[src/rtl/data_mem_if.sv]
// rtl/data_mem_if.sv - access bus between the memory stage datapath and data_mem
interface data_mem_if;
    logic [63:0] A;
    logic [63:0] B;
    logic        en;
    logic        rw;
    logic [31:0] out;

    modport master (output A, B, en, rw, input out);
    modport slave  (input A, B, en, rw, output out);
endinterface

[src/rtl/data_mem.sv]
// rtl/data_mem.sv - word-addressed data memory with registered load result
// Optional DATAMEM_RANGE_CHECK_EN: out-of-range reads return zero and writes drop.
module data_mem #(
    parameter int          DEPTH    = 64,
    parameter logic [31:0] INIT_VAL = 32'h0000_0000
) (
    input  logic     clk,
    input  logic     rst,
    data_mem_if.slave bus
);
    localparam int AW = $clog2(DEPTH);

    logic [31:0]   mem [DEPTH];
    logic [31:0]   out_q;
    logic [AW-1:0] idx;
    logic          in_range;
    logic          unused_bits;

    assign idx = bus.A[AW+1:2];

`ifdef DATAMEM_RANGE_CHECK_EN
    assign in_range = (bus.A[63:AW+2] == '0);
`else
    // Upper address bits ignored: the index wraps modulo DEPTH.
    assign in_range = 1'b1;
`endif

    assign unused_bits = ^{bus.A[63:AW+2], bus.A[1:0], bus.B[63:32]};

    always_ff @(posedge clk or negedge rst) begin
        if (!rst) begin
            for (int i = 0; i < DEPTH; i++) begin
                mem[i] <= INIT_VAL;
            end
            out_q <= INIT_VAL;
        end else if (bus.en) begin
            if (bus.rw) begin
                out_q <= in_range ? mem[idx] : 32'h0;
            end else if (in_range) begin
                mem[idx] <= bus.B[31:0];
            end
        end
    end

    assign bus.out = out_q;
endmodule

[src/flat_wrapper.sv]
// flat-port wrapper written by rule: the top's interface ports become plain ports
module data_mem_flat 
#(
    parameter int          DEPTH    = 64,
    parameter logic [31:0] INIT_VAL = 32'h0000_0000
)
  (clk, rst, bus_A, bus_B, bus_en, bus_rw, bus_out);
  data_mem_if bus_i ();
  input  logic clk;
  input  logic rst;
  input wire logic [$bits(bus_i.A)-1:0] bus_A;
  input wire logic [$bits(bus_i.B)-1:0] bus_B;
  input wire logic [$bits(bus_i.en)-1:0] bus_en;
  input wire logic [$bits(bus_i.rw)-1:0] bus_rw;
  output wire logic [$bits(bus_i.out)-1:0] bus_out;
  assign bus_i.A = bus_A;
  assign bus_i.B = bus_B;
  assign bus_i.en = bus_en;
  assign bus_i.rw = bus_rw;
  assign bus_out = bus_i.out;
  data_mem #(.DEPTH(DEPTH), .INIT_VAL(INIT_VAL)) u_core (.clk(clk), .rst(rst), .bus(bus_i));
endmodule
[config.mk]
export PLATFORM = sky130hd
export DESIGN_NAME = data_mem_flat
export DESIGN_NICKNAME = d
export VERILOG_FILES = /design/src/rtl/data_mem_if.sv /design/src/rtl/data_mem.sv /design/src/flat_wrapper.sv
export SDC_FILE = /design/constraint.sdc
export NUM_CORES = 2
export LEC_CHECK = 0
export ABC_AREA = 1
export CAP_MARGIN = 40
export CORE_MARGIN = 10
export CORE_UTILIZATION = 35
export DETAILED_ROUTE_END_ITERATION = 16
export HOLD_SLACK_MARGIN = 0.1
export PLACE_DENSITY = 0.55
export SYNTH_ARGS = -nofsm -noshare
export SYNTH_HDL_FRONTEND = slang
export SYNTH_SLANG_ARGS = --single-unit
[constraint.sdc]
create_clock -name clk -period 1.3 [get_ports clk]
set_input_delay 0.26 -clock clk [delete_from_list [all_inputs] [get_ports clk]]
set_output_delay 0.26 -clock clk [all_outputs]
set_load 0.01 [all_outputs]
==> impl_results.md <==
- Layout cells sized above 1: 13.6%
- Slew @ Worst Pin: 691 ps
- CP Class: flop to primary output
- Final Hold Viols: 0
- Skew final: 74.3 ps
- All-Layer GR Usage: 22.8%
- Yosys cell types: 22
- Reg2reg path depth: 13
- DRC marker count from the first detailed-route iteration: 8753
- Fillers: 28000
- Final setup viols: 787
- CP cell instances: buf_6
- Max clock buf depth: 4
- Post-layout minimum cycle time: 1890 ps
- CTS tree: done
- Final critical-path setup slack: -595 ps
- Worst-Skew Late Latency: 940 ps
- Die area: 299000 µm²
- Die Span Y: 547 µm
- DP Cell Count: 16900
- Critical Path End: bus_out[19]
- Pre-CTS setup slack: -1340 ps
- Routed WL: 350000 µm
- Clock Sink Count: 2080
- Tot Pwr: 160 mW
- Worst EP required: 1040 ps
- RSZ-0062 raised after global routing: true
- Worst vdd ir: 0.00115 V
- Vias/cell: 4.98
- Worst Hold Class: input pin to async pin
- H-tree Lvls: 4
- GR Overflow Total: 0
- Syn Std Cell Area: 97300 µm²
- Gp weighted congestion: 0.868
- Final core utilization: 43.2%
- Max stage delay cell, worst path: dfrtp_2
- Leakage: 61.3 nW
- DR WL/cell: 20.2 µm
- Sequential share of the synthesized area: 53.5%
- Largest net degree at the start of global routing: 73
- PD cells: 1340 nW/µm²
- Reg-to-Reg End: u_core.bus.out[9]$_DFFE_PN0P_
- Crit. End Element: primary output
- Buffer and inverter count on the worst path: 1
- Syn avg cell area: 7.33 µm²
- P&R area growth vs syn: 22.8%
- I/O Buffers: 73
- Post-synthesis sequential element count: 2080
- Setup slack, reg-to-reg: -210 ps
- CP Depth: 1
- Pre-antenna DRT Iters: 7
- Crit Path Max Fanout: 2
- Initial antenna violation count: 12
- Arrival time at the worst endpoint: 1630 ps
- Non-filler instance count after layout: 17300
- Synthesized instance count: 13300
- DR DRC count: 0
- Routed Antenna Nets: 0
- CORE AREA: 276000 µm²
- Failing checks: setup timing
- HPWL Detailed: 228000 µm
- Synthesized net count: 13400
- Startpoint types: flop
- Total CTS buffers: 231
- Ports: 164
- Final Cycle Share: 146%
- Peak Freq: 528 MHz
- Vias in the first global route: 82200
- TNS Setup: -180670 ps
- Row cnt: 193
- Initial Util: 35.2%
- First-pass GRT wire length: 534000 µm
- CTS clock-pin slew for the worst setup and hold paths: 70 ps
- Via count: 86400
- Die Width: 547 µm
- Rel. slew slack: 54.0%
- Worst reg2reg path startpoint: u_core.mem[521]$_DFFE_PN0P_
- Crit path largest cell delay: 520 ps
- Syn. warnings: 0
- Crit. Startpoint: u_core.bus.out[19]$_DFFE_PN0P_
- Final #Nets: 13600
- Max Cap Violations: 0
- Seq. cell area: 52100 µm²
- Status: finished with violations
- Max Transition Viols Final: 0
- Root Buffer: clkbuf_16
- Family with the most delay on the worst path: flip-flops
- Multi-input gate area: 42600 µm²
[logic make-up (layout without fill, tap and decap cells)]
kind of cell    after synthesis  after routing  share of synthesized area [%]
buf+inv                    1132           1481                           4.56
compound gates             2067           2067                           10.7
other cells                   0              9                              0
flops                      2080           2080                           53.5
simple gates               7994           7994                           31.3
[metrics by stage]
step           instance area (µm²)  hold slack (ps)
6_report                    119000              126
3_5_place_dp                109000             89.8
5_1_grt                     119000              152
4_1_cts                     119000              116
2_1_floorplan                97900            -35.6
3_3_place_gp                109000             88.1
[placed cells by master, fill, tap and decap left out, drive strengths merged, types with 16 or more instances in the layout]
cell              n
o21ai          2054
nand2          7828
bufinv           16
dfrtp          2080
or2              34
clkdlybuf4s50    32
nor2             74
clkinv           38
buf             905
nand3            41
clkbuf          350
inv             122
[flip-flops by register name, summed over array words and instances (netlist names)]
name	count
u_core.bus.out	32
u_core.mem	2048
[timing repair]
item / 4_1_cts / 5_1_grt
resized for setup: 615 / 200
setup endpoints to repair: 1331 / 1386
cloned: 6 / 0
hold buffers: 7 / 2
pin swaps: 157 / 150
buffers inserted: 29 / 33
hold endpoints to repair: 2090 / 10
[worst min-delay path by stage]
stage	to	cells after the start	slack, ps	startpoint
floorplan	u_core.bus.out[0]$_DFFE_PN0P_	0	-40	rst
global placement	u_core.mem[1295]$_DFFE_PN0P_	1	90	rst
detailed placement	u_core.mem[1327]$_DFFE_PN0P_	1	90	rst
CTS	u_core.mem[275]$_DFFE_PN0P_	4	120	rst
global route	u_core.mem[275]$_DFFE_PN0P_	4	150	rst
finish	u_core.mem[275]$_DFFE_PN0P_	4	130	rst
[report_power, final]
group | total, mW | internal [mW] | switching, mW | leakage (nW)
Clock | 67.0 | 39.1 | 27.8 | 3.75
Combinational | 19.5 | 7.35 | 12.2 | 29.3
Sequential | 73.1 | 70.1 | 3.08 | 28.3
[routing by layer]
metal / routed length, µm / vias to the layer above / track usage [%]
met2: 160000 / 2480 / 36.9
met1: 156000 / 41700 / 31.7
met4: 13200 / 0 / 7.65
met3: 20200 / 523 / 2.76
li1: - / 41700 / -
met5: 0 / - / 0
[layout make-up]
| type | instances | share of cell area [%] |
|---|---|---|
| clock inverters | 62 | 0.677 |
| clock buffers | 347 | 5.71 |
| flip-flops and latches | 2080 | 43.6 |
| inverters | 120 | 0.400 |
| repair buffers | 952 | 10.1 |
| diodes | 9 | 0.0188 |
| multi-input cells | 10100 | 35.7 |
| well taps | 3705 | 3.88 |
[worst register-to-register path: stages (launching register included)]
cell and delay, ps:
dfrtp_1 390, nand2_1 100, nand2_1 60, nand2_1 60, nand2_1 70, nand2_1 80
nand2_2 80, nand2_1 80, nand2_1 90, nor2_4 90, buf_6 160, nand3_4 80
nand2_2 70, inv_1 30
[cell usage after synthesis]
library cell  number  share of area [%]
a21oi_1            6              0.031
buf_4              2              0.015
clkbuf_1         829                3.2
buf_2            143               0.74
a21boi_0           3              0.023
nor3_1             8              0.041
nand2_1         7763                 30
nor3_4             2              0.033
nand2_2           65               0.42
inv_2              1             0.0039
nand3b_1           1             0.0077
o21ai_1          226                1.2
dfrtp_1         2080                 53
nand3_1           41               0.21
o21ai_0         1828                9.4
o211ai_1           4              0.031
inv_1             87               0.34
nor4_4             6               0.13
nor2_1            74               0.29
or2_2             34               0.22
clkinv_1          32               0.12
buf_1             38               0.15
(Power assumes the default switching activity.)
